`config.mk`:
```
export PLATFORM = sky130hd
export DESIGN_NAME = cic_ctrl
export DESIGN_NICKNAME = d
export VERILOG_FILES = /design/src/rtl/cic_ctrl.sv
export SDC_FILE = /design/constraint.sdc
export NUM_CORES = 1
export LEC_CHECK = 0
export BUFFER_PORTS_ARGS = -buffer_cell sky130_fd_sc_hd__buf_2
export CORE_MARGIN = 8
export CORE_UTILIZATION = 40
export DETAILED_ROUTE_END_ITERATION = 8
export MAX_ROUTING_LAYER = met4
export SLEW_MARGIN = 20
export SYNTH_ARGS = -nofsm -noshare
export SYNTH_HDL_FRONTEND = slang
export SYNTH_SLANG_ARGS = --single-unit
```
`constraint.sdc`:
```
create_clock -name clk -period 4.6 [get_ports clk]
set_input_delay 0 -clock clk [delete_from_list [all_inputs] [get_ports clk]]
set_output_delay 0 -clock clk [all_outputs]
set_load 0.1 [all_outputs]
```
`src/rtl/cic_ctrl.sv`:
```
// CIC decimator controller: sequences the CIC reset/flush, generates the
// decimation tick, discards the warm-up outputs, then captures, scales and
// saturates each decimated word into a one-deep output register.
//
// Output handshake: sample is offered while sample_valid=1 and is consumed
// on any rising edge where sample_valid=1 and sample_ready=1; a new word may
// be loaded on that same edge. A word arriving while the previous one is
// still unconsumed is dropped and flagged on the sticky overrun output.
module cic_ctrl #(
    parameter int IN_W  = 24,
    parameter int OUT_W = 16
) (
    input  logic                    clk,
    input  logic                    reset,
    input  logic                    enable,
    input  logic [7:0]              ratio,
    input  logic [4:0]              shift,
    input  logic [2:0]              warmup,
    input  logic signed [IN_W-1:0]  cic_val,
    output logic                    cic_rst,
    output logic                    dec_tick,
    output logic signed [OUT_W-1:0] sample,
    output logic                    sample_valid,
    input  logic                    sample_ready,
    output logic                    overrun,
    input  logic                    overrun_clr,
    output logic                    busy
);

    typedef enum logic [1:0] {IDLE, FLUSH, WARMUP, RUN} state_t;

    localparam logic signed [IN_W-1:0] SAT_MAX = IN_W'((1 << (OUT_W - 1)) - 1);
    localparam logic signed [IN_W-1:0] SAT_MIN = ~SAT_MAX;

    state_t                 state;
    state_t                 state_next;
    logic [7:0]             ratio_q;
    logic [4:0]             shift_q;
    logic [2:0]             warmup_q;
    logic [7:0]             ratio_eff;
    logic [7:0]             dec_cnt;
    logic [2:0]             wu_cnt;
    logic                   flush_cnt;
    logic                   cap_pend;
    logic                   counting;
    logic                   load_try;
    logic                   load_ok;
    logic signed [IN_W-1:0] shifted;
    logic signed [IN_W-1:0] clamped;

    // Ratio 0 would give a decimation of 1; treat it as 1 (decimate by 2).
    assign ratio_eff = (ratio_q == 8'd0) ? 8'd1 : ratio_q;
    assign counting  = (state == WARMUP) || (state == RUN);
    assign dec_tick  = counting && (dec_cnt == ratio_eff);
    assign cic_rst   = (state == IDLE) || (state == FLUSH);
    assign busy      = (state != IDLE);

    // A capture is only meaningful while still running; a disable drops it.
    assign load_try  = cap_pend && (state == RUN) && enable;
    assign load_ok   = load_try && (!sample_valid || sample_ready);

    // Scale: sign-extending right shift, then clamp into the OUT_W range.
    always_comb begin
        shifted = cic_val >>> shift_q;
        clamped = shifted;
        if (shifted > SAT_MAX) begin
            clamped = SAT_MAX;
        end else if (shifted < SAT_MIN) begin
            clamped = SAT_MIN;
        end
    end

    // Next-state logic; dropping enable always returns to IDLE.
    always_comb begin
        state_next = state;
        case (state)
            IDLE: begin
                if (enable) state_next = FLUSH;
            end
            FLUSH: begin
                if (!enable) begin
                    state_next = IDLE;
                end else if (flush_cnt) begin
                    state_next = (warmup_q == 3'd0) ? RUN : WARMUP;
                end
            end
            WARMUP: begin
                if (!enable) begin
                    state_next = IDLE;
                end else if (dec_tick && (wu_cnt == warmup_q - 3'd1)) begin
                    state_next = RUN;
                end
            end
            RUN: begin
                if (!enable) state_next = IDLE;
            end
            default: state_next = IDLE;
        endcase
    end

    // State register.
    always_ff @(posedge clk) begin
        if (reset) state <= IDLE;
        else       state <= state_next;
    end

    // Configuration is sampled only on the cycle that leaves IDLE.
    always_ff @(posedge clk) begin
        if (reset) begin
            ratio_q  <= '0;
            shift_q  <= '0;
            warmup_q <= '0;
        end else if ((state == IDLE) && enable) begin
            ratio_q  <= ratio;
            shift_q  <= shift;
            warmup_q <= warmup;
        end
    end

    // Flush length, decimation, warm-up counters and the capture strobe.
    always_ff @(posedge clk) begin
        if (reset) begin
            flush_cnt <= 1'b0;
            dec_cnt   <= '0;
            wu_cnt    <= '0;
            cap_pend  <= 1'b0;
        end else begin
            flush_cnt <= (state == FLUSH) ? ~flush_cnt : 1'b0;
            if (counting && enable) begin
                dec_cnt <= dec_tick ? 8'd0 : dec_cnt + 8'd1;
            end else begin
                dec_cnt <= '0;
            end
            if (state == IDLE) begin
                wu_cnt <= '0;
            end else if ((state == WARMUP) && dec_tick) begin
                wu_cnt <= wu_cnt + 3'd1;
            end
            // Comb register needs one cycle after the tick before it is valid.
            cap_pend <= (state == RUN) && enable && dec_tick;
        end
    end

    // Output word register, valid flag and sticky overrun flag.
    always_ff @(posedge clk) begin
        if (reset) begin
            sample       <= '0;
            sample_valid <= 1'b0;
            overrun      <= 1'b0;
        end else begin
            if ((state != IDLE) && !enable) begin
                sample_valid <= 1'b0;
            end else if (load_ok) begin
                sample       <= clamped[OUT_W-1:0];
                sample_valid <= 1'b1;
            end else if (sample_valid && sample_ready) begin
                sample_valid <= 1'b0;
            end
            if (load_try && !load_ok) begin
                overrun <= 1'b1;
            end else if (overrun_clr) begin
                overrun <= 1'b0;
            end
        end
    end

endmodule

```
=== After elaboration in Yosys (flattened, before gate mapping) ===
Index checks and enable logic that the tools add are counted.

* $add $sub $neg: 3
* Magnitude comparators: 2
* Equality and inequality tests: 9
* Shifts and indexed selects: 1
* Muxes and demuxes: 15
* Bitwise gates (word level): 4
* Reduce and logical (&&, ||, !) cells: 31

{| class="wikitable"
|+ Operators with widths
! kind !! number
|-
| two-way mux 16 bit || 2
|-
| > comparator 24 x 16 -> 1 bit (second input constant) || 1
|-
| < comparator 24 x 16 -> 1 bit (second input constant) || 1
|-
| >>> shifter 24 x 5 -> 24 bit || 1
|-
| logical AND 1 bit || 13
|-
| two-way mux 2 bit || 6
|-
| adder 8 x 1 -> 8 bit (second input constant) || 1
|-
| equality test 8 bit || 1
|-
| zero test 8 bit || 1
|-
| two-way mux 8 bit || 1
|-
| one-hot mux 2 bit (4 select lines) || 1
|-
| nonzero test 2 bit || 3
|-
| OR reduction 2 bit || 3
|-
| two-way mux 1 bit || 5
|-
| equality test 2 bit (second input constant) || 2
|-
| inequality test 2 bit (second input constant) || 2
|-
| NOT 1 bit || 4
|-
| AND reduction 4 bit || 1
|-
| adder 3 x 1 -> 3 bit (second input constant) || 1
|-
| equality test 3 bit || 1
|-
| zero test 1 bit || 3
|-
| zero test 3 bit || 1
|-
| logical OR 1 bit || 3
|-
| inequality test 3 x 2 -> 1 bit (second input constant) || 1
|-
| 6 further kinds || 6
|}

* Register bits: 49
* Bits of input ports: 45
* Output and inout bits: 21
* Word-level logic and storage cells: 76

=== Longest topological paths before layout ===
Gate-level depths: netlist (run 1).

* Depth after elaboration: 8
* Mapped depth: 8
* Mapped depth without buffers: 7

=== Worst setup path before layout (run 1) ===
Ideal clock, no wire load.

* Path type: reg2reg
* Start point: register dec_cnt[1]
* End point: register cap_pend
* Setup time: 0.067 ns
* Arrival time: 2.607 ns
* Data required time: 4.533 ns
* Setup slack: 1.927 ns
* Stages on the path, launching flop included: 7
* Buffers on the path: 1
* Period minus slack after synthesis: 2.673 ns
* Cells stage by stage: dfxtp_1 > xnor2_1 > nand4_1 > or2_2 > clkbuf_1 > nor2_1 > and3_1

* Word-level cells in the longest chain between the ends: 3

{| class="wikitable"
|+ RTL lines
! item !! RTL line !! RTL
|-
| start: declaration || 41 || <nowiki>logic [7:0] dec_cnt;</nowiki>
|-
| start signal: assignment || 130 || <nowiki>dec_cnt <= dec_tick ? 8'd0 : dec_cnt + 8'd1;</nowiki>
|-
| equality test 8 bit || 54 || <nowiki>assign dec_tick = counting && (dec_cnt == ratio_eff);</nowiki>
|-
| logical AND 1 bit || 54 ||
|-
| named net dec_tick || 21 || <nowiki>output logic dec_tick,</nowiki>
|-
| logical AND 1 bit || 140 || <nowiki>cap_pend <= (state == RUN) && enable && dec_tick;</nowiki>
|-
| end signal: assignment || 140 ||
|-
| end: declaration || 44 || <nowiki>logic cap_pend;</nowiki>
|}

The timed path passes the listed nets, and every way through them passes these cells.
A chain may end at the register's enable or synchronous reset.

=== Final worst setup path (run 1) ===
* Start point: register shift_q[1]
* End point: register sample[11]

* Word-level cells in the longest chain between the ends: 4
* Elaborated cells on any way between the ends: 5
* Those cells by class: 2 x order compare; 1 x shift; 2 x mux

{| class="wikitable"
|+ RTL lines
! item !! RTL line !! RTL
|-
| start: declaration || 38 || <nowiki>logic [4:0] shift_q;</nowiki>
|-
| start signal: assignment || 115 || <nowiki>shift_q <= shift;</nowiki>
|-
| >>> shifter 24 x 5 -> 24 bit (*) || 64 || <nowiki>shifted = cic_val >>> shift_q;</nowiki>
|-
| < comparator 24 x 16 -> 1 bit || 68 || <nowiki>end else if (shifted < SAT_MIN) begin</nowiki>
|-
| two-way mux 16 bit || 68 ||
|-
| two-way mux 16 bit (*) || 66 || <nowiki>if (shifted > SAT_MAX) begin</nowiki>
|-
| end signal: assignment || 154 || <nowiki>sample <= clamped[OUT_W-1:0];</nowiki>
|-
| end: declaration || 22 || <nowiki>output logic signed [OUT_W-1:0] sample,</nowiki>
|}

Every way passes the cells marked *; elsewhere a longest branch is shown, timed or not.

==> reports/qor.csv, run 1 <==
metric;value;unit
path_clk_slew;0.09;ns
cts_tree;yes;
p_leak;1.63;nW
track_usage;17.0;%
required;4.76;ns
hold_viol;0;
status;complete, no violations;
power-per-cell-area;230;nW/um^2
ir_worst_vdd;0.170;mV
worst_pin_slew;1.07;ns
maxCapViolCount;0;
routed_via_density;5.90;
grt_max_degree;49;
holdPathEnd;overrun;
clock-sinks;49;
grt_pass1_wl;17.5;mm
endpoint_kind;register;
min_path_cells;4;
post_cts_resized;0;
setup_tns;0;ns
drive_gt1_share;24.6;%
yosys.area.top_type;dfxtp_1;
cp_slowest_stage_delay;1.05;ns
arrival;3.14;ns
cts_made_buffers;5;
synth-seq-cells;49;
hold_buffers;16;
std_cell_rows;35;
slew_headroom;28.6;%
fin_skew;0.00843;ns
reg2reg_from;shift_q[1];
antennaDiodeCount;0;
post-route-period-util;64.6;%
die_h;113;microns
routed_wl;10.4;mm
yosysSeqAreaShare;26.3;%
cts_max_level;2;
worst_path_max_delay_cell;dfxtp_2;
min_period;2.97;ns
final_core_util;47.1;%
drv_slew;0;
dpl.cell_count;567;
drc;0;
avgSynthCellArea;8.94;sq um
ys.flop_type;dfxtp_1;
cp-start-kind;register;
wl_met1;5.11;mm
syn_area;3740;sq um
ant_nets;0;
synth_common_cells;nand2_1, dfxtp_1, a21oi_1;
drtIter0Drc;288;
die_w;113;microns
gp_congestion;0.886;
route.vias.total;3488;
wl_met3;626;microns
netlist_instances;418;
grt_pass1_vias;3471;
syn_nets;467;
firstDrtPassIters;5;
setup_viol;0;
min_from;overrun_clr;
r2r-end;sample[11];
highest_layer;met4;
rsz0062_at_grt;false;
synth.most_common_cell;nand2_1;
core_area;9150;sq um
instances_no_fill;591;
synthArstFlopShare;0;%
grt-ovfl-total;0;
synthTopCellsByArea;dfxtp_1, mux4_2, nand2_1, mux4_1, mux2_2;
cts.path.max_buffers;2;
antenna_found_initial;0;
num_io_pins;66;
clk_latency;0.30;ns
synth_edf_count;0;
post_cts_buffers;0;
hp-class;in2reg;
cts_root_buffer;clkbuf_8;
cp_cell_sequence;mux4_1, mux2i_1, nor4_2, a21oi_2, a22oi_1;
synth_top_area_share;26.3;%
die_area;12700;sq um
start_util;40.8;%
ff2ff_path_depth;5;
wl_per_cell;17.6;microns
crit_fanout;48;
syn_to_final_growth;15.5;%
nets;528;
dp_hpwl;7.80;mm
io_buffers;65;
total_power;0.000991;W
critPathKind;reg2reg;
synth_warnings;0;
r2r_slack;1.63;ns
wl_met2;4.56;mm
timing.fmax;0.336;GHz
netlist-cell-type-count;69;
## worst max-delay path by stage
stage	cells after the start	from	end
after floorplan	6	dec_cnt[1]	cap_pend
after global placement	5	shift_q[1]	sample[4]
after detailed placement	5	shift_q[1]	sample[13]
after CTS	5	shift_q[1]	sample[13]
after global routing	5	shift_q[0]	sample[7]
final	5	shift_q[1]	sample[11]
## where the power goes
group | leakage (nW) | internal, W | switching [W]
sequential | 0.398 | 0.000433 | 0.0000272
combinational | 1.19 | 0.000130 | 0.000149
clock | 0.0374 | 0.000107 | 0.000144
## area by class of cell
class / instances / area (sq um)
Clock buffer: 6 / 72.6
Clock inverter: 2 / 15.0
Fill cell: 895 / 4840
Inverter: 12 / 45.0
Multi-Input combinational cell: 327 / 2550
Sequential cell: 49 / 982
Tap cell: 111 / 139
Timing Repair Buffer: 84 / 508
## metrics by stage
step | cell area (sq um) | setup WS (ns) | hold WS [ns]
6_report | 4320 | 1.63 | 0.0137
5_1_grt | 4320 | 1.42 | 0.0676
4_1_cts | 4320 | 1.65 | 0.00622
3_5_place_dp | 4070 | 1.66 | 0.247
3_3_place_gp | 4070 | 1.74 | 0.240
2_1_floorplan | 3740 | 1.93 | 0.136
## metal layers
metal / global-route usage [%] / vias to the layer above
met5: - / -
met4: 3.42 / 0
met3: 3.06 / 10
met2: 25.0 / 132
met1: 23.9 / 1643
li1: - / 1703
## critical path: cells and delay by family (launching register included)
kind             cells  cell delay [ns]
AO/OA/AOI/OAI        2             0.63
multiplexers         2             1.03
AND/OR/NAND/NOR      1             0.13
flip-flops           1             1.05
## cells in the final DEF, fill, tap and decap left out, drive strengths merged, types with 11 or more instances in the layout
cell / synthesis / final
buf: 15 / 68
nand2: 55 / 55
dfxtp: 49 / 49
a21oi: 32 / 32
nor2: 30 / 30
mux4: 20 / 20
dlygate4sd3: 0 / 16
mux2: 14 / 14
mux2i: 12 / 12
o21ai: 12 / 12
inv: 11 / 11
## flip-flops by register name (all words and copies together) (netlist names)
| name | count |
|---|---|
| warmup_q | 3 |
| dec_cnt | 8 |
| flush_cnt | 1 |
| sample | 16 |
| sample_valid | 1 |
| shift_q | 5 |
| ratio_q | 8 |
| state | 2 |
| cap_pend | 1 |
| overrun | 1 |
| wu_cnt | 3 |
## cell families (layout without fill, tap and decap cells)
| family | after synthesis | count (layout) | share of synthesized area (%) |
|---|---|---|---|
| adder cells (fa/ha/maj) | 4 | 4 | 1.34 |
| multiplexers | 46 | 46 | 20.5 |
| flip-flops | 49 | 49 | 26.3 |
| XOR/XNOR | 19 | 19 | 4.45 |
| AO/OA/AOI/OAI | 120 | 120 | 24.1 |
| AND/OR/NAND/NOR | 138 | 138 | 17.9 |
| buffers and inverters | 42 | 104 | 5.39 |
No activity file was read; power rests on OpenSTA's default activity.
==> run 2: changes to the inputs <==
--- a/config.mk
+++ b/config.mk
@@ -5,6 +5,7 @@
 export SDC_FILE = /design/constraint.sdc
 export NUM_CORES = 1
 export LEC_CHECK = 0
+export ABC_AREA = 1
 export BUFFER_PORTS_ARGS = -buffer_cell sky130_fd_sc_hd__buf_2
 export CORE_MARGIN = 8
 export CORE_UTILIZATION = 40
==> constraint.sdc (replaced) <==
create_clock -name clk -period 2.66 [get_ports clk]
set_input_delay 0 -clock clk [delete_from_list [all_inputs] [get_ports clk]]
set_output_delay 0 -clock clk [all_outputs]
set_load 0.1 [all_outputs]
==> run 2 against run 1 <==
Register-to-register slack got worse by 1.1 ns. Maximum frequency is 37% higher. Largest cell class unchanged. Critical path type unchanged. Count of clock-buffer cells in the layout increased by 1. Largest power group unchanged. Die area down 8.9%. Flip-flop and latch count unchanged.
==> reports/qor.csv, run 2 <==
metric;value;unit;change
holdWs;0.00369;ns;-0.00999 ns
drive_gt1_share;16.3;%;-8.3 points
syn_to_final_growth;18.6;%;
cp_slowest_stage_delay;0.41;ns;-0.64 ns
drc;0;;unchanged
synth_common_cells;nand2_1, nand3_1, a21oi_1, o21ai_0, dfxtp_1;;
io_buffers;65;;unchanged
yosys.area.top_type;dfxtp_1;;
slew_headroom;67.3;%;+39 points
firstDrtPassIters;5;;unchanged
routed_wl;9.20;mm;-12%
grt_pass1_wl;15.8;mm;-9.3%
std_cell_rows;33;;-5.7%
drtIter0Drc;130;;-55%
synth.most_common_cell;nand2_1;;
fillerInstances;853;;-4.7%
critPathKind;reg2reg;;
path_clk_slew;0.10;ns;about the same
layout_commonest_cell;nand2_1;;
final_core_util;48.6;%;+1.5 points
wl_per_cell;12.8;microns;-27%
largest_reg_flops;16;;unchanged
synth_edf_count;0;;unchanged
syn_nets;593;;+27%
grt_pass1_vias;3578;;+3.1%
required;2.86;ns;-1.90 ns
route.vias.total;3673;;+5.3%
status;complete, no violations;;
hp-class;in2reg;;
num_io_pins;66;;unchanged
post-route-period-util;81.6;%;+17 points
antenna_found_initial;0;;unchanged
yosysSeqAreaShare;29.3;%;+3.0 points
gp_congestion;0.885;;-0.19%
reg.largest.list;sample: 16 flops, dec_cnt: 8 flops, ratio_q: 8 flops;;
rsz0062_at_grt;false;;
critPathTopFamily;simple AND/OR/NAND/NOR gates;;
synth-seq-cells;49;;unchanged
fin_skew;0.00458;ns;-0.00386 ns
crit_top_cell;nand2_1;;
dp_hpwl;7.12;mm;-8.7%
crit_fanout;25;;-48%
final_cell_mix;nand2_1, buf_2, nand3_1;;
timing.fmax;0.461;GHz;+37%
routed_via_density;5.11;;-13%
clk_latency;0.30;ns;about the same
synthArstFlopShare;0;%;unchanged
min_period;2.17;ns;-0.803 ns
synth_warnings;0;;unchanged
grt-ovfl-total;0;;unchanged
maxCapViolCount;0;;unchanged
drv_slew;0;;unchanged
top_register;sample;;
cp_cell_sequence;inv_2, nand3_1, nand3_1, nand2_1, nand2_1, nand2_1, nand2_1, nand2_1, o21ai_2, and2_1, a21oi_1;;
cts.path.max_buffers;2;;unchanged
cp-start-kind;register;;
antennaDiodeCount;0;;unchanged
ant_nets;0;;unchanged
synthTopCellsByArea;dfxtp_1, nand2_1, nand3_1, a21oi_1, o21ai_0;;
core_area;8180;sq um;-11%
endpoint_kind;register;;
synth_top_area_share;29.3;%;+3.0 points
p_leak;1.87;nW;+15%
ys.flop_type;dfxtp_1;;
setup_tns;0;ns;unchanged
ir_worst_vdd;0.267;mV;+58%
track_usage;16.6;%;-0.47 points
arrival;2.37;ns;-0.77 ns
path_buf_inv;1;;+1
syn_area;3350;sq um;-10%
clock-sinks;49;;unchanged
netlist-cell-type-count;39;;-43%
power-per-cell-area;492;nW/um^2;+110%
die_area;11600;sq um;-8.9%
start_util;41.0;%;+0.15 points
netlist_instances;544;;+30%
cts_root_buffer;clkbuf_8;;
worst_path_max_delay_cell;dfxtp_1;;
cts_made_buffers;5;;unchanged
post_cts_buffers;0;;unchanged
worst_pin_slew;0.493;ns;-0.578 ns
cts_max_level;2;;unchanged
nets;662;;+25%
hold_viol;0;;unchanged
setup_viol;0;;unchanged
die_h;108;microns;-4.6%
cts_tree;yes;;
avgSynthCellArea;6.16;sq um;-31%
die_w;108;microns;-4.6%
grt_max_degree;26;;-47%
==> run 2: cell types whose count changed after synthesis, moves of 8 or more <==
| cell | delta |
|---|---|
| o21ai_0 | +42 |
| a22oi_1 | -10 |
| nor2_1 | +8 |
| inv_1 | +31 |
| mux4_2 | -13 |
| nand2_1 | +101 |
| mux2_2 | -14 |
| nand3_1 | +49 |
| mux2i_1 | -9 |
| a21oi_1 | +22 |
==> run 2: layout make-up <==
class                      count  area, sq um  share of cell area, %
tap                          105          131                   3.31
inverter                      45          169                   4.25
sequential                    49          981                   24.7
timing repair buffer          88          536                   13.5
clock inverter                 1         8.76                  0.220
multi-input combinational    424         2050                   51.6
clock buffer                   7         96.3                   2.42
==> run 2: what timing repair did <==
action                                 CTS  global route
resized for setup                        0             0
endpoints found under the hold margin   14             0
hold buffers                            15             0
==> run 2: power breakdown <==
part	leakage, nW	total (W)	switching [W]	internal, W
logic	1.41	0.000662	0.000428	0.000233
registers	0.399	0.000787	0.0000264	0.000761
clock network	0.0549	0.000507	0.000266	0.000241
==> run 2: final timing paths <==
check | startpoint | to | slack (ns) | cells after the start
setup / recovery | shift_q[1] | sample[0] | 0.49 | 11
hold / removal | ratio[7] | ratio_q[7] | 0.004 | 3
hold reg to reg | flush_cnt | flush_cnt | 0.45 | 1
setup reg to reg | shift_q[1] | sample[0] | 0.49 | 11
==> run 2: stage by stage <==
step | instances | total power [W] | setup slack, ns | instance area [sq um]
finish | 719 | 0.00196 | 0.490 | 3970
global placement | 696 | 0.00145 | 0.592 | 3720
CTS | 719 | 0.00196 | 0.492 | 3970
floorplan | 544 | 0.00129 | 0.683 | 3350
detailed placement | 696 | 0.00145 | 0.508 | 3720
global route | 719 | 0.00209 | 0.208 | 3970
==> run 2: kinds of logic after synthesis <==
group           after synthesis  synth area share, %
flops                        49                 29.3
buf+inv                      71                 9.45
mux                           2                0.598
fa+ha+maj                     4                 1.49
simple gates                287                 37.4
xor+xnor                      9                 2.35
compound gates              122                 19.4
==> run 2: per-layer routing <==
metal	vias to the layer above	track usage, %	part of all wire (%)
met2	74	29.5	50
met4	0	3.57	1.2
li1	1939	-	-
met1	1651	19.1	45
met3	9	2.51	3.9
met5	-	-	0
==> run 2: worst register-to-register path, delay by kind of cell, from the launching register on <==
kind                   cells  cell delay (ns)
DFF                        1             0.41
buffers and inverters      1             0.34
and+or+nand+nor            8             0.89
AOI/OAI and AO/OA          2             0.44
==> run 3: changes to the inputs <==
==> constraint.sdc (replaced) <==
create_clock -name clk -period 2 [get_ports clk]
set_input_delay 0 -clock clk [delete_from_list [all_inputs] [get_ports clk]]
set_output_delay 0 -clock clk [all_outputs]
set_load 0.1 [all_outputs]
==> run 3 against run 2 <==
Final cell count grew 1.7%. Register-to-register slack lost 0.33 ns. Sequential power grew 33%. Via count grew 1.6%. Die area is the same. Critical path depth grew 1. Maximum frequency grew 18%. Power grew 39%. Cell area grew 3.7%. Flip-flop and latch count is the same. Global-route usage grew 0.45 points. Largest power group unchanged.
==> reports/qor.csv, run 3 (synthesis results as in run 2) <==
metric;value;unit;change
status;complete, no violations;;
cts.path.max_buffers;2;;unchanged
grt_pass1_wl;16.1;mm;+1.5%
critPathTopFamily;simple AND/OR/NAND/NOR gates;;
cp_cell_sequence;buf_4, buf_4, or2_2, o21ai_1, nand2_1, nand2_1, nand2_1, o2bb2ai_1, nor2_1, nand2_1, nand3_1, a21oi_1;;
io_buffers;65;;unchanged
ff2ff_path_depth;12;;+1
pwr-share-clk;26.6;%;+0.7 points
holdPathEnd;ratio_q[7];;
p_leak;1.94;nW;+4.0%
cts_max_level;2;;unchanged
route.vias.total;3733;;+1.6%
required;2.18;ns;-0.68 ns
clk_latency;0.30;ns;about the same
antenna_found_initial;0;;unchanged
slew_headroom;67.4;%;about the same
r2r-end;sample[4];;
start_util;41.0;%;unchanged
layout_commonest_cell;nand2_1;;
reg2reg_from;shift_q[0];;
net-switching-power;0.000974;W;+35%
final_core_util;50.4;%;+1.8 points
critPathKind;reg2reg;;
drv_slew;0;;unchanged
gp_congestion;0.903;;+2.1%
hp-class;in2reg;;
die_w;108;microns;unchanged
antennaDiodeCount;0;;unchanged
grt_max_degree;19;;-27%
power-per-cell-area;658;nW/um^2;+34%
track_usage;17.0;%;+0.45 points
dpl_cell_area;3840;sq um;+3.2%
maxCapViolCount;0;;unchanged
cts_tree;yes;;
internal_power;0.00174;W;+41%
endpoint_kind;register;;
timing.fmax;0.542;GHz;+18%
path_buf_inv;2;;+1
fin_skew;0.00798;ns;+0.00340 ns
setup_viol;0;;unchanged
nets;674;;+1.8%
wl_per_cell;12.9;microns;+0.65%
ir_worst_vdd;0.340;mV;+27%
largest_reg_flops;16;;unchanged
design_area;4120;sq um;+3.7%
drc;0;;unchanged
drtIter0Drc;153;;+18%
reg.largest.list;sample: 16 flops, dec_cnt: 8 flops, ratio_q: 8 flops;;
path_clk_slew;0.10;ns;about the same
num_io_pins;66;;unchanged
grt-ovfl-total;0;;unchanged
ant_nets;0;;unchanged
grt_pass1_vias;3691;;+3.2%
setup_tns;0;ns;unchanged
final_cell_mix;nand2_1, buf_2, nand3_1;;
worst_path_max_delay_cell;dfxtp_1;;
core_area;8180;sq um;unchanged
cts_root_buffer;clkbuf_8;;
fillerInstances;851;;-0.23%
top_register;sample;;
r2r_slack;0.16;ns;-0.33 ns
cts_made_buffers;5;;unchanged
dp_hpwl;7.43;mm;+4.4%
min_period;1.84;ns;-0.326 ns
min_from;ratio[7];;
std_cell_rows;33;;unchanged
rsz0062_at_grt;false;;
die_area;11600;sq um;unchanged
post-route-period-util;92.2;%;+11 points
routed_via_density;5.11;;about the same
place_ws;0.131;ns;-0.377 ns
crit_top_cell;nand2_1;;
p_sw_share;35.9;%;-0.90 points
fin_ws;0.156;ns;-0.334 ns
cp_slowest_stage_delay;0.33;ns;-0.08 ns
drive_gt1_share;19.3;%;+3.0 points
crit_fanout;12;;-52%
syn_to_final_growth;23.0;%;
power_frac_comb;34.8;%;+1.0 points
hold_viol;0;;unchanged
holdWs;0.00455;ns;+0.000862 ns
arrival;2.02;ns;-0.35 ns
routed_wl;9.41;mm;+2.3%
cp-start-kind;register;;
firstDrtPassIters;4;;-1
min_path_cells;3;;unchanged
die_h;108;microns;unchanged
worst_pin_slew;0.493;ns;-0.000576 ns
seqPwrFrac;38.6;%;-1.7 points
clock-sinks;49;;unchanged
==> run 3: stage by stage <==
step | power [W] | std cells
3_5_place_dp | 0.00197 | 708
6_report | 0.00271 | 731
4_1_cts | 0.00272 | 730
2_1_floorplan | 0.00172 | 544
5_1_grt | 0.00291 | 731
3_3_place_gp | 0.00197 | 708
==> run 3: worst max path at each step <==
stage                     startpoint        end  slack (ns)  cells past startpoint
after floorplan           dec_cnt[2]  wu_cnt[1]        0.02                      9
after global placement    shift_q[0]  sample[4]        0.14                     12
after detailed placement  shift_q[0]  sample[5]        0.13                      9
after CTS                   state[1]   dec_tick        0.07                      6
after global routing      shift_q[0]  sample[4]      0.0004                     12
final                     shift_q[0]  sample[4]        0.16                     12
==> run 3: cell type report <==
cell class / count / area [sq um] / share of cell area (%)
multi-input combinational: 424 / 2070 / 50.3
sequential: 49 / 982 / 23.8
timing repair buffer: 100 / 651 / 15.8
inverter: 45 / 169 / 4.10
tap: 105 / 131 / 3.19
clock buffer: 5 / 68.8 / 1.67
clock inverter: 3 / 43.8 / 1.06
==> run 3: power by group through the flow <==
stage / sequential [W] / combinational [W] / clock (W)
2_1_floorplan: 0.00106 / 0.000664 / 0
3_3_place_gp: 0.00107 / 0.000909 / 0
3_5_place_dp: 0.00107 / 0.000906 / 0
4_1_cts: 0.00104 / 0.000929 / 0.000752
5_1_grt: 0.00105 / 0.00107 / 0.000785
6_report: 0.00105 / 0.000944 / 0.000722
==> run 3: layer usage <==
layer | track usage (%) | vias up | share of wire, %
met5 | - | - | 0
met4 | 5.35 | 0 | 1.6
met3 | 2.75 | 14 | 4.7
met2 | 29.1 | 83 | 50
met1 | 19.8 | 1673 | 44
li1 | - | 1963 | -
==> run 3: what timing repair did <==
item,in CTS,in global routing
setup buffers,0,1
hold buffers,14,0
endpoints found under the setup margin,0,13
resized for setup,0,14
endpoints found under the hold margin,13,0
==> run 3: worst register-to-register path: cells and delay by family (launching register included) <==
kind            cells  cell delay (ns)
simple gates        7             0.75
buf+inv             2             0.35
compound gates      3             0.31
flops               1             0.33
